--- src/rtl/debounce_pkg.sv ---
// Shared types and default constants for the push-button debouncer.
//   deb_state_t            : debounce FSM state encoding
//   DEB_STABLE_CYCLES_DEF  : default acceptance window (1 ms @ 50 MHz)
//   DEB_HOLD_CYCLES_DEF    : default long-press threshold (50 ms @ 50 MHz)
package debounce_pkg;

    typedef enum logic [1:0] {
        S_LOW  = 2'b00,
        S_RISE = 2'b01,
        S_HIGH = 2'b10,
        S_FALL = 2'b11
    } deb_state_t;

    localparam int DEB_STABLE_CYCLES_DEF = 50000;
    localparam int DEB_HOLD_CYCLES_DEF   = 2500000;

endpackage

--- src/rtl/sync_2ff.sv ---
// Two-flop synchroniser for an asynchronous pad level.
// Ports:
//   clk          in   system clock
//   async_reset  in   asynchronous active-high reset, clears both flops
//   d_in         in   asynchronous input level
//   sync_out     out  level synchronised to clk, 2 clk behind d_in
module sync_2ff (
    input  logic clk,
    input  logic async_reset,
    input  logic d_in,
    output logic sync_out
);

    logic meta_q, meta_d;
    logic sync_q, sync_d;

    always_comb begin
        meta_d = d_in;
        sync_d = meta_q;
    end

    always_ff @(posedge clk or posedge async_reset) begin
        if (async_reset) begin
            meta_q <= 1'b0;
            sync_q <= 1'b0;
        end else begin
            meta_q <= meta_d;
            sync_q <= sync_d;
        end
    end

    assign sync_out = sync_q;

endmodule

--- src/rtl/button_debouncer.sv ---
// Debounces one raw push-button level and drives a clean registered level.
// A new level is accepted only after STABLE_CYCLES consecutive agreeing
// synchronised samples; any disagreement restarts the window.
// Optional feature macro: DEBOUNCE_LONG_PRESS_EN adds the long_press output,
// asserted once the accepted-high level has lasted HOLD_CYCLES clocks.
// Ports:
//   clk            in   system clock
//   async_reset    in   asynchronous active-high reset
//   signal_input   in   raw button level from pad, 1 = pressed
//   signal_output  out  debounced registered level, 1 = pressed
//   long_press     out  registered long-press flag (DEBOUNCE_LONG_PRESS_EN only)
module button_debouncer
    import debounce_pkg::*;
#(
    parameter int STABLE_CYCLES = DEB_STABLE_CYCLES_DEF,
    parameter int HOLD_CYCLES   = DEB_HOLD_CYCLES_DEF
) (
    input  logic clk,
    input  logic async_reset,
    input  logic signal_input,
    output logic signal_output
`ifdef DEBOUNCE_LONG_PRESS_EN
    ,
    output logic long_press
`endif
);

    localparam int CNT_W = $clog2(STABLE_CYCLES + 1);
    localparam logic [CNT_W-1:0] CNT_LAST = CNT_W'(STABLE_CYCLES - 1);
    localparam logic [CNT_W-1:0] CNT_ONE  = CNT_W'(1);

    if (STABLE_CYCLES < 2) begin : g_bad_stable
        $error("button_debouncer: STABLE_CYCLES must be >= 2");
    end
    if (HOLD_CYCLES < 1) begin : g_bad_hold
        $error("button_debouncer: HOLD_CYCLES must be >= 1");
    end

    logic       sync_lvl;
    deb_state_t state_q, state_d;
    logic [CNT_W-1:0] cnt_q, cnt_d;
    logic       out_q, out_d;

    sync_2ff u_sync (
        .clk         (clk),
        .async_reset (async_reset),
        .d_in        (signal_input),
        .sync_out    (sync_lvl)
    );

    // cnt holds the number of agreeing samples already seen in the current
    // window, so the sample that makes it STABLE_CYCLES is the one that
    // finds cnt == STABLE_CYCLES-1.
    always_comb begin
        state_d = state_q;
        cnt_d   = cnt_q;
        out_d   = out_q;
        case (state_q)
            S_LOW: begin
                out_d = 1'b0;
                cnt_d = '0;
                if (sync_lvl) begin
                    state_d = S_RISE;
                    cnt_d   = CNT_ONE;
                end
            end
            S_RISE: begin
                out_d = 1'b0;
                if (!sync_lvl) begin
                    state_d = S_LOW;
                    cnt_d   = '0;
                end else if (cnt_q == CNT_LAST) begin
                    state_d = S_HIGH;
                    out_d   = 1'b1;
                    cnt_d   = '0;
                end else begin
                    cnt_d = cnt_q + CNT_ONE;
                end
            end
            S_HIGH: begin
                out_d = 1'b1;
                cnt_d = '0;
                if (!sync_lvl) begin
                    state_d = S_FALL;
                    cnt_d   = CNT_ONE;
                end
            end
            S_FALL: begin
                out_d = 1'b1;
                if (sync_lvl) begin
                    state_d = S_HIGH;
                    cnt_d   = '0;
                end else if (cnt_q == CNT_LAST) begin
                    state_d = S_LOW;
                    out_d   = 1'b0;
                    cnt_d   = '0;
                end else begin
                    cnt_d = cnt_q + CNT_ONE;
                end
            end
            default: begin
                state_d = S_LOW;
                out_d   = 1'b0;
                cnt_d   = '0;
            end
        endcase
    end

    always_ff @(posedge clk or posedge async_reset) begin
        if (async_reset) begin
            state_q <= S_LOW;
            cnt_q   <= '0;
            out_q   <= 1'b0;
        end else begin
            state_q <= state_d;
            cnt_q   <= cnt_d;
            out_q   <= out_d;
        end
    end

    assign signal_output = out_q;

`ifdef DEBOUNCE_LONG_PRESS_EN
    localparam int HOLD_W = $clog2(HOLD_CYCLES + 1);
    localparam logic [HOLD_W-1:0] HOLD_MAX = HOLD_W'(HOLD_CYCLES);
    localparam logic [HOLD_W-1:0] HOLD_ONE = HOLD_W'(1);

    logic [HOLD_W-1:0] hold_cnt_q, hold_cnt_d;
    logic              long_q, long_d;

    // Counting starts on the first clock after out rose, so long_press
    // lands exactly HOLD_CYCLES clocks after signal_output went high.
    // Keying the clear on out_d lets both flags drop on the falling edge
    // itself; an aborted fall never touches out, so hold_cnt survives it.
    always_comb begin
        hold_cnt_d = hold_cnt_q;
        long_d     = long_q;
        if (!out_d) begin
            hold_cnt_d = '0;
            long_d     = 1'b0;
        end else if (out_q) begin
            if (hold_cnt_q != HOLD_MAX) begin
                hold_cnt_d = hold_cnt_q + HOLD_ONE;
            end
            long_d = (hold_cnt_d == HOLD_MAX);
        end
    end

    always_ff @(posedge clk or posedge async_reset) begin
        if (async_reset) begin
            hold_cnt_q <= '0;
            long_q     <= 1'b0;
        end else begin
            hold_cnt_q <= hold_cnt_d;
            long_q     <= long_d;
        end
    end

    assign long_press = long_q;
`endif

endmodule

--- config.mk ---
export PLATFORM = sky130hd
export DESIGN_NAME = button_debouncer
export DESIGN_NICKNAME = d
export VERILOG_FILES = /design/src/rtl/debounce_pkg.sv /design/src/rtl/sync_2ff.sv /design/src/rtl/button_debouncer.sv
export SDC_FILE = /design/constraint.sdc
export NUM_CORES = 1
export LEC_CHECK = 0
export ABC_AREA = 1
export BUFFER_PORTS_ARGS = -buffer_cell sky130_fd_sc_hd__buf_2
export CORE_MARGIN = 1
export CORE_UTILIZATION = 42
export CTS_CLUSTER_DIAMETER = 50
export DETAILED_ROUTE_END_ITERATION = 6
export PLACE_DENSITY = 0.56
export SETUP_SLACK_MARGIN = 0.02
export SYNTH_ARGS = -nofsm -noshare
export SYNTH_HDL_FRONTEND = slang
export SYNTH_SLANG_ARGS = --single-unit
--- constraint.sdc ---
create_clock -name clk -period 2.3 [get_ports clk]
set_clock_uncertainty 0.2 [all_clocks]
set_input_delay 0.46 -clock clk [delete_from_list [all_inputs] [get_ports clk]]
set_output_delay 0.46 -clock clk [all_outputs]
set_load 0.005 [all_outputs]
Word-level counts from Yosys, hierarchy flattened. Cells that the tools add are included.

Register bits after elaboration: 21. Bits in latches: 0. Bits in writable memories: 0. Memory bits (read-only): 0. Bits of input ports: 3. Output and inout bits: 1. Memories kept: 0.

Add/subtract/negate cells: 1. Multiply operators: 0. Div/mod/pow operators: 0. Order comparisons: 0. Equality and inequality tests: 8. Shifts and indexed selects: 0. Muxes and demuxes: 18. Bitwise gates (word level): 0. Reductions and logical operators: 2.

Operator list (count): case mux 16 bit (4 select lines) (1); two-way mux 16 bit (3); adder 16 x 1 -> 16 bit (second input constant) (1); equality test 16 bit (second input constant) (1); two-way mux 2 bit (6); case mux 2 bit (4 select lines) (1); two-way mux 1 bit (6); equality test 2 bit (second input constant) (2); case mux 1 bit (4 select lines) (1); AND reduction 4 bit (1); inequality test 3 x 2 -> 1 bit (second input constant) (1); inequality test 3 bit (second input constant) (1); equality test 2 x 1 -> 1 bit (second input constant) (1); logical NOT 2 bit (1); inequality test 2 x 1 -> 1 bit (second input constant) (1); inequality test 2 bit (second input constant) (1).

Logic depth before layout (Yosys ltp). Gate-level depths: netlist of run 1.

Depth after elaboration: 4. Depth in mapped cells: 8.

Cells and area by module. From an unflattened synthesis of run 1, not the netlist that was laid out.

Cells, all modules: 129. Area, all modules: 1087.3 µm².

By module, submodules not included: button_debouncer (times used 1, cells each 126, area each 1033.5 µm², sequential area each 475.5 µm²); sync_2ff (times used 1, cells each 3, area each 53.8 µm², sequential area each 50.0 µm²).

Worst setup path after synthesis of run 1. No wires, ideal clock.

Path kind: reg2reg. Start: register cnt_q[0]. End: register (tool-made name). Arrival time: 1.139 ns. Slack: 0.839 ns. Stages on the path, launching flop included: 7. Buffers on the path: 0. Clock period less this slack: 1.461 ns. Path through: dfrtp_1 > ha_1 > nand3_1 > nor2_2 > nand3_1 > nand2_1 > o21ai_1.

RTL lines: start, declared (line button_debouncer.sv:41) `logic [CNT_W-1:0] cnt_q, cnt_d;`; start signal, assigned (line button_debouncer.sv:116) `cnt_q <= cnt_d;`.

Worst setup path after layout of run 1.
Start: register cnt_q[0]. End: register out_q (netlist: signal_output).

Longest elaborated chain between the ends: 4. Elaborated cells between the ends (all ways): 6.

RTL lines: equality test 16 bit * (line button_debouncer.sv:72, button_debouncer.sv:93); two-way mux 1 bit (on tied branches) (line button_debouncer.sv:93, button_debouncer.sv:72); two-way mux 1 bit (on tied branches) (line button_debouncer.sv:90, button_debouncer.sv:69); case mux 1 bit (4 select lines) * (line button_debouncer.sv:58) `case (state_q)`; named net out_d (line button_debouncer.sv:42) `logic out_q, out_d;`; end signal, assigned (line button_debouncer.sv:117) `out_q <= out_d;`; end, declared (line button_debouncer.sv:42).

Mark *: on every way through the listed nets, which the timed path passes. The rest lies on a longest branch. A chain may end at the register's enable or synchronous reset.

==> qor.tcl, run 1 <==
set qor(grt_pass1_wl_mm) 3.23
set qor(cts-root-to-sink-buffers) 2
set qor(worst-r2r-cell-count) 6
set qor(clock_tree.root_cell) {clkbuf_4}
set qor(max_cap_violations) 0
set qor(status) {complete, no violations}
set qor(post_drt_wl_per_cell_um) 11.1
set qor(globalplace.congestion) 0.801
set qor(timing.hold.worst.class) {in -> reg}
set qor(worst_setup_path_end_kind) {flip-flop}
set qor(drt_iter0_drc) 9
set qor(final_cell_utilization_of_the_core_pct) 50.4
set qor(finish.net_count) 138
set qor(tritoncts) {done}
set qor(cp-start-kind) {flip-flop}
set qor(synthDistinctLibCells) 24
set qor(max_freq_ghz) 0.623
set qor(synth.yosys.seq_area_share_pct) 48.9
set qor(remaining_drc_errors) 0
set qor(hold_path_cell_cnt) 1
set qor(setup-violations-final) 0
set qor(syn-instance-count) 124
set qor(power.ir.vdd_worst_v) 0.000384
set qor(period_minus_slack_ns) 1.60
set qor(timing.hold.worst.start) {signal_input}
set qor(detailroute.via_count) 773
set qor(drt_pass1_iterations) 4
set qor(hold_end) {u_sync.meta_q$_DFF_PP0_}
set qor(worstReg2RegStart) {cnt_q[0]$_DFF_PP0_}
set qor(reg2reg_to) {signal_output$_DFF_PP0_}
set qor(grt_setup_unrepaired) {no}
set qor(worst-r2r-setup-slack_ns) 0.70
set qor(diodes) 0
set qor(floorplan.core_area_um2) 2320
set qor(io_pins) 4
set qor(slew_headroom_pct) 82.1
set qor(synth.net_count) 128
set qor(power.leakage_nw) 0.495
set qor(final.period_utilization_pct) 69.7
set qor(synthToLayoutAreaGrowth_pct) 8.73
set qor(power_density_nw_per_um2) 505
set qor(route.final.wire_length_mm) 1.79
set qor(yosysWarningCount) 0
set qor(synth_seq_cells) 21
set qor(postCtsResizedCells) 0
set qor(timing.critical_path.from) {cnt_q[0]$_DFF_PP0_}
set qor(clkTransAtPathRegs_ns) 0.11
set qor(dp.final_hpwl_mm) 1.34
set qor(grt.total_usage_pct) 16.8
set qor(syn_avg_cell_area_um2) 8.67
set qor(die-area_um2) 2770
set qor(final_layout_size_suffix_gt1_share_pct) 21.1
set qor(antenna_found_initial) 0
set qor(cts_inserted_buffers) 3
set qor(crit_fanout) 4
set qor(first_global_vias) 787
set qor(clock_insertion_delay_at_the_later_pin_of_the_skew_report_ns) 0.31
set qor(htree_levels) 1
set qor(hold_viol) 0
set qor(grt_overflow_total) 0
set qor(vias_per_instance) 4.80
set qor(placement_rows) 17
set qor(cts_sinks) 21
set qor(post_synthesis_cell_area_um2) 1070
set qor(die_width_um) 52.6
set qor(portBuffers) 3
set qor(detail-route-antenna-nets) 0
set qor(final.fill_count) 241
set qor(timing.final.max_slew_violations) 0
set qor(worst_ep_required_time_ns) 2.30
set qor(cp_data_arrival_time_ns) 1.61
set qor(max_slew.worst_pin.slew_ns) 0.268
set qor(die-height_um) 52.6
set qor(grt_max_degree) 22
set qor(criticalPathCategory) {reg -> reg}
set qor(floorplan.initialDensity_pct) 46.4
set qor(finalSetupTns_ns) 0
## worst max-delay path, cell delays in order, from the launching register on
cell	delay, ns
dfrtp_1	0.38
ha_1	0.19
nand3_1	0.15
nor2_2	0.24
nand3_1	0.18
nand2_1	0.11
o21ai_1	0.06
## report_power, final
group          internal, W  switching, W  total [W]
logic           0.00000920     0.0000200  0.0000292
clock network    0.0000677      0.000115   0.000183
registers         0.000374    0.00000326   0.000377
## sequential cells by signal, summed over array words and instances (netlist names), named ones only
| name | cells |
|---|---|
| u_sync.meta_q | 1 |
| cnt_q | 16 |
| u_sync.sync_out | 1 |
| signal_output | 1 |
| state_q | 1 |
## area by class of cell
class / count / area (um^2) / share of cell area (%)
clock buffers: 4 / 26.3 / 2.25
repair buffers: 5 / 32.5 / 2.78
multi-input cells: 89 / 494 / 42.3
inverters: 14 / 55.1 / 4.71
well taps: 28 / 35.0 / 3.00
flip-flops and latches: 21 / 526 / 45.0
## per-stage QoR
| step | hold WS (ns) | setup WS (ns) | cells | area (um^2) | total power, W |
|---|---|---|---|---|---|
| 2_1_floorplan | 0.131 | 0.839 | 124 | 1070 | 0.000405 |
| 3_3_place_gp | 0.138 | 0.709 | 156 | 1130 | 0.000414 |
| 3_5_place_dp | 0.142 | 0.699 | 156 | 1130 | 0.000414 |
| 4_1_cts | 0.0436 | 0.695 | 161 | 1170 | 0.000599 |
| 5_1_grt | 0.0236 | 0.579 | 161 | 1170 | 0.000623 |
| 6_report | 0.0531 | 0.696 | 161 | 1170 | 0.000590 |
## layout by cell type (no fill, tap or decap), types with 2 or more instances in the layout
cell type	n
buf_2	3
clkbuf_4	3
dfrtp_1	21
inv_1	12
nand2_1	28
nand3_1	5
nand4_1	2
nor2_1	17
nor2_2	14
o21ai_1	2
xor2_1	8
## worst max-delay path by stage
stage                                          to  cells after the start
after detailed placement                flip-flop                      6
after global placement        cnt_q[11]$_DFF_PP0_                      6
final                     signal_output$_DFF_PP0_                      6
after CTS                 signal_output$_DFF_PP0_                      6
after floorplan                         flip-flop                      6
after global routing      signal_output$_DFF_PP0_                      6
## kinds of logic after synthesis
family | after synthesis | synth area share (%)
simple gates | 70 | 30.6
flops | 21 | 48.9
buf+inv | 14 | 5.12
xor+xnor | 10 | 8.85
compound gates | 8 | 5.36
fa+ha+maj | 1 | 1.16
## timing repair
item | 4_1_cts | 5_1_grt
hold endpoints to repair | 21 | 0
hold buffers | 1 | 0
setup buffers | 0 | 0
endpoints found under the setup margin | 0 | 0
## cells in the mapped netlist (all sizes together)
cell | n | area, um^2
o21bai | 1 | 7.51
nor3b | 1 | 7.51
xor2 | 9 | 86.3
dfrtp | 21 | 526
nand3 | 6 | 35.0
inv | 14 | 55.1
xnor2 | 1 | 8.76
nand2 | 29 | 111
ha | 1 | 12.5
o21ai | 3 | 15.0
a21oi | 2 | 21.3
nand4 | 2 | 12.5
nor2 | 32 | 163
a21boi | 1 | 7.51
a31oi | 1 | 6.26
## per-layer routing
metal	global-route usage [%]	vias up	routed length [um]
li1	-	401	-
met1	20.4	359	862
met2	27.2	9	859
met3	6.09	4	48
met4	5.70	0	23
met5	0	-	0
No activity file was read; power rests on OpenSTA's default activity.
==> inputs of run 2 (changes only) <==
PLACE_DENSITY = 0.58   (was 0.56)
clock period = 1.4 ns   (was 2.3 ns; I/O delays follow)
==> qor.tcl, run 2 (synthesized netlist as in run 1, its figures left out) <==
set qor(status) {finished, violations left} ;# was complete, no violations
set qor(failing_checks) {negative setup slack}
set qor(final.period_utilization_pct) 108 ;# was 69.7%
set qor(final-instance-count-excl-fill) 186 ;# was 161
set qor(power.leakage_nw) 0.644 ;# was 0.495 nW
set qor(area.sequential_um2) 526 ;# unchanged
set qor(power_density_nw_per_um2) 669 ;# was 505 nW/um^2
set qor(route.final.wire_length_mm) 2.15 ;# was 1.79 mm
set qor(grt.met1_usage_pct) 24.4 ;# was 20.4%
set qor(critPathMaxStageDelay_ns) 0.41 ;# was 0.38 ns
set qor(die-area_um2) 2770 ;# unchanged
set qor(floorplan.core_area_um2) 2320 ;# unchanged
set qor(max_freq_ghz) 0.659 ;# was 0.623 GHz
set qor(numPlacedInstances) 175 ;# was 156
set qor(io_pins) 4 ;# unchanged
set qor(dp.final_hpwl_mm) 1.55 ;# was 1.34 mm
set qor(globalplace.congestion) 0.892 ;# was 0.801
set qor(htree_levels) 1 ;# unchanged
set qor(cp-start-kind) {flip-flop} ;# unchanged
set qor(slew_headroom_pct) 82.6 ;# was 82.1%
set qor(cell_family_contributing_the_most_delay_on_the_critical_path) {flip-flops} ;# was simple AND/OR/NAND/NOR gates
set qor(die_width_um) 52.6 ;# unchanged
set qor(remaining_drc_errors) 0 ;# unchanged
set qor(die-height_um) 52.6 ;# unchanged
set qor(grt.total_usage_pct) 19.2 ;# was 16.8%
set qor(max_cap_violations) 0 ;# unchanged
set qor(multi_input_area_um2) 601 ;# was 494 um^2
set qor(timing.hold.worst.class) {reg -> reg} ;# was in -> reg
set qor(clkTransAtPathRegs_ns) 0.11 ;# about the same
set qor(clock_tree.root_cell) {clkbuf_4} ;# unchanged
set qor(final_layout_size_suffix_gt1_share_pct) 43.7 ;# was 21.1%
set qor(finish.net_count) 163 ;# was 138
set qor(dp_worst_setup_slack_ns) -0.130 ;# was 0.699 ns
set qor(grt_overflow_total) 0 ;# unchanged
set qor(grt_pass1_wl_mm) 3.71 ;# was 3.23 mm
set qor(worstPathBufferInverterCount) 0 ;# unchanged
set qor(total_power_w) 0.000987 ;# was 0.000590 W
set qor(largest_reg_flops) 16 ;# unchanged
set qor(setup-violations-final) 17 ;# was 0
set qor(post_route_setup_slack_ns) -0.118 ;# was 0.696 ns
set qor(diodes) 0 ;# unchanged
set qor(clock_insertion_delay_at_the_later_pin_of_the_skew_report_ns) 0.31 ;# about the same
set qor(drt_iter0_drc) 21 ;# was 9
set qor(hold_viol) 0 ;# unchanged
set qor(criticalPathCategory) {reg -> reg} ;# unchanged
set qor(portBuffers) 3 ;# unchanged
set qor(grt_max_degree) 22 ;# unchanged
set qor(power.ir.vdd_worst_v) 0.000573 ;# was 0.000384 V
set qor(placement_rows) 17 ;# unchanged
set qor(final_common_cell) {buf_4} ;# was nand2_1
set qor(grt_setup_unrepaired) {yes} ;# was no
set qor(post_dp_cell_area_um2) 1290 ;# was 1130 um^2
set qor(met2_layer_usage_reported_by_global_route_pct) 30.8 ;# was 27.2%
set qor(cts_inserted_buffers) 3 ;# unchanged
set qor(drt_pass1_iterations) 4 ;# unchanged
set qor(vias_per_instance) 4.74 ;# was 4.80
set qor(layout.cells.most_common_list) {buf_4, nand2_1, dfrtp_1} ;# was nand2_1, dfrtp_1, nor2_1
set qor(antenna_found_initial) 0 ;# unchanged
set qor(max_slew.worst_pin.slew_ns) 0.261 ;# was 0.268 ns
set qor(crit_chain) {ha_4 -> nand2_4 -> nor2_4 -> nand2_1 -> xor2_1 -> nor2_2} ;# was ha_1 -> nand3_1 -> nor2_2 -> nand3_1 -> nand2_1 -> o21ai_1
set qor(worst_ep_required_time_ns) 1.41 ;# was 2.30 ns
set qor(tritoncts) {done} ;# unchanged
set qor(busiest_layer) {met2} ;# unchanged
set qor(period_minus_slack_ns) 1.52 ;# was 1.60 ns
set qor(synthToLayoutAreaGrowth_pct) 37.4 ;# was 8.73%
set qor(detail-route-antenna-nets) 0 ;# unchanged
set qor(final_cell_utilization_of_the_core_pct) 63.7 ;# was 50.4%
set qor(cts-root-to-sink-buffers) 2 ;# unchanged
set qor(post_drt_wl_per_cell_um) 11.5 ;# was 11.1 um
set qor(detailroute.via_count) 881 ;# was 773
set qor(first_global_vias) 883 ;# was 787
set qor(cpMaxStageDelayCell) {dfrtp_1} ;# unchanged
set qor(postLayoutCellArea_um2) 1480 ;# was 1170 um^2
set qor(floorplan.initialDensity_pct) 46.4 ;# unchanged
set qor(crit_fanout) 3 ;# was 4
set qor(final.fill_count) 188 ;# was 241
set qor(cp_data_arrival_time_ns) 1.52 ;# was 1.61 ns
set qor(register_name_with_the_most_flops) {cnt_q} ;# unchanged
set qor(cts_sinks) 21 ;# unchanged
set qor(worst_setup_path_end_kind) {flip-flop} ;# unchanged
set qor(global_route.usage.met3_pct) 3.48 ;# was 6.09%
set qor(timing.final.max_slew_violations) 0 ;# unchanged
run 2: changes by cell type in the layout (fill, tap and decap cells not counted), moves of 4 or more:
cell,delta
nand2_2,+5
nand2_1,-6
nor2_4,+4
buf_4,+22
nor2_2,-4
nand3_1,-4
run 2: timing repair:
| item | in CTS | in global routing |
|---|---|---|
| buffers inserted | 4 | 1 |
| hold endpoints to repair | 22 | 0 |
| setup endpoints to repair | 18 | 18 |
| hold buffers | 2 | 0 |
| resized for setup | 9 | 17 |
| pin swaps | 11 | 7 |
run 2: cell type report:
class / count / area share [%]
multi-input cells: 89 / 40.7
flip-flops and latches: 21 / 35.6
repair buffers: 30 / 15.6
inverters: 14 / 3.90
well taps: 28 / 2.37
clock buffers: 3 / 1.53
clock inverters: 1 / 0.339
run 2: metrics by stage:
step                      hold slack, ns  setup TNS (ns)
after detailed placement           0.131           -1.46
after CTS                          0.174           -1.34
after floorplan                   0.0565               0
after global placement             0.117          -0.804
final                              0.167           -1.28
after global routing               0.180           -2.55
run 2: layer usage:
layer / wire length [um] / up-vias
met4: 36 / 0
met1: 993 / 424
met5: 0 / -
li1: - / 448
met2: 1090 / 5
met3: 28 / 4
run 2: worst paths after layout:
kind                                               from                   endpoint  slack (ns)  depth (start not counted)
worst min-delay path            u_sync.meta_q$_DFF_PP0_  u_sync.sync_out$_DFF_PP0_        0.17                          0
max in group asynchronous                   async_reset         cnt_q[0]$_DFF_PP0_        0.47                          4
worst max register to register       cnt_q[0]$_DFF_PP0_         cnt_q[6]$_DFF_PP0_       -0.12                          6
worst min register to register  u_sync.meta_q$_DFF_PP0_  u_sync.sync_out$_DFF_PP0_        0.17                          0
worst max-delay path                 cnt_q[0]$_DFF_PP0_         cnt_q[6]$_DFF_PP0_       -0.12                          6
min in group asynchronous                   async_reset         cnt_q[6]$_DFF_PP0_        0.32                          4
run 2: report_power, final:
part	internal, W	total [W]	switching (W)
Combinational	0.0000306	0.0000702	0.0000396
Sequential	0.000614	0.000623	0.00000855
Clock	0.000107	0.000294	0.000187
==> inputs of run 3 (changes only) <==
PLACE_DENSITY = 0.56   (was 0.58)
clock period = 1.85 ns   (was 1.4 ns; I/O delays follow)
==> qor.tcl, run 3 (synthesized netlist as in run 1, its figures left out) <==
set qor(detailroute.via_count) 774 ;# was 881
set qor(placement_rows) 17 ;# unchanged
set qor(clock_tree.root_cell) {clkbuf_4} ;# unchanged
set qor(timing.final.max_slew_violations) 0 ;# unchanged
set qor(layout.cells.most_common_list) {nand2_1, dfrtp_1, nor2_1} ;# was buf_4, nand2_1, dfrtp_1
set qor(timing.critical_path.from) {cnt_q[0]$_DFF_PP0_} ;# unchanged
set qor(grt.total_usage_pct) 16.8 ;# was 19.2%
set qor(floorplan.initialDensity_pct) 46.4 ;# unchanged
set qor(route.final.wire_length_mm) 1.83 ;# was 2.15 mm
set qor(power_density_nw_per_um2) 613 ;# was 669 nW/um^2
set qor(clkTransAtPathRegs_ns) 0.11 ;# about the same
set qor(share_clk_of_total_power_pct) 29.8 ;# about the same
set qor(die-height_um) 52.6 ;# unchanged
set qor(combPwrFrac_pct) 5.3 ;# was 7.1%
set qor(remaining_drc_errors) 0 ;# unchanged
set qor(power_switching_w) 0.000161 ;# was 0.000235 W
set qor(grt_pass1_wl_mm) 3.26 ;# was 3.71 mm
set qor(finish.net_count) 139 ;# was 163
set qor(clock_insertion_delay_at_the_later_pin_of_the_skew_report_ns) 0.30 ;# was 0.31 ns
set qor(max_cap_violations) 0 ;# unchanged
set qor(post_drt_wl_per_cell_um) 11.3 ;# was 11.5 um
set qor(cts_inserted_buffers) 3 ;# unchanged
set qor(worst_setup_path_end_kind) {flip-flop} ;# unchanged
set qor(hold_path_cell_cnt) 0 ;# unchanged
set qor(crit_fanout) 10 ;# was 3
set qor(final.period_utilization_pct) 86.1 ;# was 108%
set qor(reg2reg_to) {cnt_q[11]$_DFF_PP0_} ;# was cnt_q[6]$_DFF_PP0_
set qor(finalSetupTns_ns) 0 ;# was -1.28 ns
set qor(worst_ep_required_time_ns) 1.90 ;# was 1.41 ns
set qor(grt_max_degree) 22 ;# unchanged
set qor(cp-start-kind) {flip-flop} ;# unchanged
set qor(cts_sinks) 21 ;# unchanged
set qor(multi_input_area_um2) 494 ;# was 601 um^2
set qor(final_layout_size_suffix_gt1_share_pct) 20.9 ;# was 43.7%
set qor(portBuffers) 3 ;# unchanged
set qor(timing.hold.worst.class) {reg -> reg} ;# unchanged
set qor(cp_data_arrival_time_ns) 1.64 ;# was 1.52 ns
set qor(period_minus_slack_ns) 1.59 ;# was 1.52 ns
set qor(internal_power_w) 0.000562 ;# was 0.000752 W
set qor(io_pins) 4 ;# unchanged
set qor(area.sequential_um2) 526 ;# unchanged
set qor(status) {complete, no violations} ;# was finished, violations left
set qor(final.hold.worst_slack_ns) 0.174 ;# was 0.167 ns
set qor(register_name_with_the_most_flops) {cnt_q} ;# unchanged
set qor(floorplan.core_area_um2) 2320 ;# unchanged
set qor(grt_overflow_total) 0 ;# unchanged
set qor(drt_pass1_iterations) 4 ;# unchanged
set qor(diodes) 0 ;# unchanged
set qor(power.leakage_nw) 0.499 ;# was 0.644 nW
set qor(cts-root-to-sink-buffers) 2 ;# unchanged
set qor(final.fill_count) 226 ;# was 188
set qor(max_slew.worst_pin.slew_ns) 0.262 ;# was 0.261 ns
set qor(worst-r2r-cell-count) 6 ;# unchanged
set qor(vias_per_instance) 4.78 ;# was 4.74
set qor(largest_reg_flops) 16 ;# unchanged
set qor(globalplace.congestion) 0.784 ;# was 0.892
set qor(detail-route-antenna-nets) 0 ;# unchanged
set qor(worstReg2RegStart) {cnt_q[0]$_DFF_PP0_} ;# unchanged
set qor(timing.hold.worst.start) {u_sync.meta_q$_DFF_PP0_} ;# unchanged
set qor(max_freq_ghz) 0.628 ;# was 0.659 GHz
set qor(die-area_um2) 2770 ;# unchanged
set qor(antenna_found_initial) 0 ;# unchanged
set qor(sequentialPowerShare_pct) 65.0 ;# was 63.1%
set qor(post_cts_buffers) 0 ;# was 4
set qor(hold_end) {u_sync.sync_out$_DFF_PP0_} ;# unchanged
set qor(setup-violations-final) 0 ;# was 17
set qor(slew_headroom_pct) 82.5 ;# was 82.6%
set qor(dp.final_hpwl_mm) 1.40 ;# was 1.55 mm
set qor(grt_setup_unrepaired) {no} ;# was yes
set qor(tritoncts) {done} ;# unchanged
set qor(drt_iter0_drc) 6 ;# was 21
set qor(hold_viol) 0 ;# unchanged
set qor(worst-r2r-setup-slack_ns) 0.26 ;# was -0.12 ns
set qor(total_power_w) 0.000722 ;# was 0.000987 W
set qor(htree_levels) 1 ;# unchanged
set qor(final_common_cell) {nand2_1} ;# was buf_4
set qor(synthToLayoutAreaGrowth_pct) 9.66 ;# was 37.4%
set qor(criticalPathCategory) {reg -> reg} ;# unchanged
set qor(die_width_um) 52.6 ;# unchanged
set qor(power.ir.vdd_worst_v) 0.000381 ;# was 0.000573 V
set qor(swShare_pct) 22.2 ;# was 23.8%
set qor(first_global_vias) 755 ;# was 883
-- run 3: changes by cell type in the layout (fill, tap and decap cells not counted), moves of 2 or more --
cell     before  now
nand3_4       3    0
nand2_2       6    1
nor2_4        5    1
inv_1         9   12
buf_4        23    1
inv_2         4    1
nor2_2       10   14
buf_6         2    0
nand3_1       1    5
nand2_1      22   28
-- run 3: critical path, stage by stage (launching register included) --
cell and delay, ns:
dfrtp_1 0.41, ha_1 0.23, nand3_1 0.15, nor2_2 0.09, a21oi_4 0.23, inv_4 0.13
nor2_4 0.11
-- run 3: worst max-delay path by stage --
stage          depth (start not counted)                   to
6_report                               6  cnt_q[11]$_DFF_PP0_
5_1_grt                                6  cnt_q[10]$_DFF_PP0_
4_1_cts                                6  cnt_q[11]$_DFF_PP0_
3_5_place_dp                           6  cnt_q[11]$_DFF_PP0_
3_3_place_gp                           6  cnt_q[11]$_DFF_PP0_
2_1_floorplan                          6            flip-flop
-- run 3: layout make-up --
type / count / area share (%)
Multi-Input combinational cell: 89 / 41.9
Sequential cell: 21 / 44.6
Tap cell: 28 / 2.97
Clock buffer: 4 / 2.23
Timing Repair Buffer: 6 / 3.61
Inverter: 14 / 4.67
-- run 3: power groups by stage --
stage | Clock (W) | Sequential (W) | Combinational (W)
after floorplan | 0 | 0.000477 | 0.0000262
after global placement | 0 | 0.000478 | 0.0000362
after detailed placement | 0 | 0.000478 | 0.0000363
after CTS | 0.000233 | 0.000469 | 0.0000397
after global routing | 0.000252 | 0.000470 | 0.0000445
final | 0.000215 | 0.000469 | 0.0000380
-- run 3: through the flow --
stage / worst slack [ns] / cells / cell area, um^2 / util (%)
2_1_floorplan: 0.389 / 124 / 1070 / -
3_3_place_gp: 0.257 / 156 / 1130 / 48.8
3_5_place_dp: 0.252 / 156 / 1130 / 48.8
4_1_cts: 0.220 / 162 / 1180 / 50.8
5_1_grt: 0.137 / 162 / 1180 / 50.8
6_report: 0.256 / 162 / 1180 / 50.8
-- run 3: what timing repair did --
item | 4_1_cts | 5_1_grt
hold buffers | 2 | 0
hold endpoints to repair | 22 | 0
resized for setup | 0 | 0
-- run 3: per-layer routing --
layer	up-vias	GRT usage (%)	part of all wire [%]
li1	403	-	-
met1	362	20.7	49
met2	7	27.8	48
met3	2	6.09	2.6
met4	0	3.95	0.76
met5	-	0	0
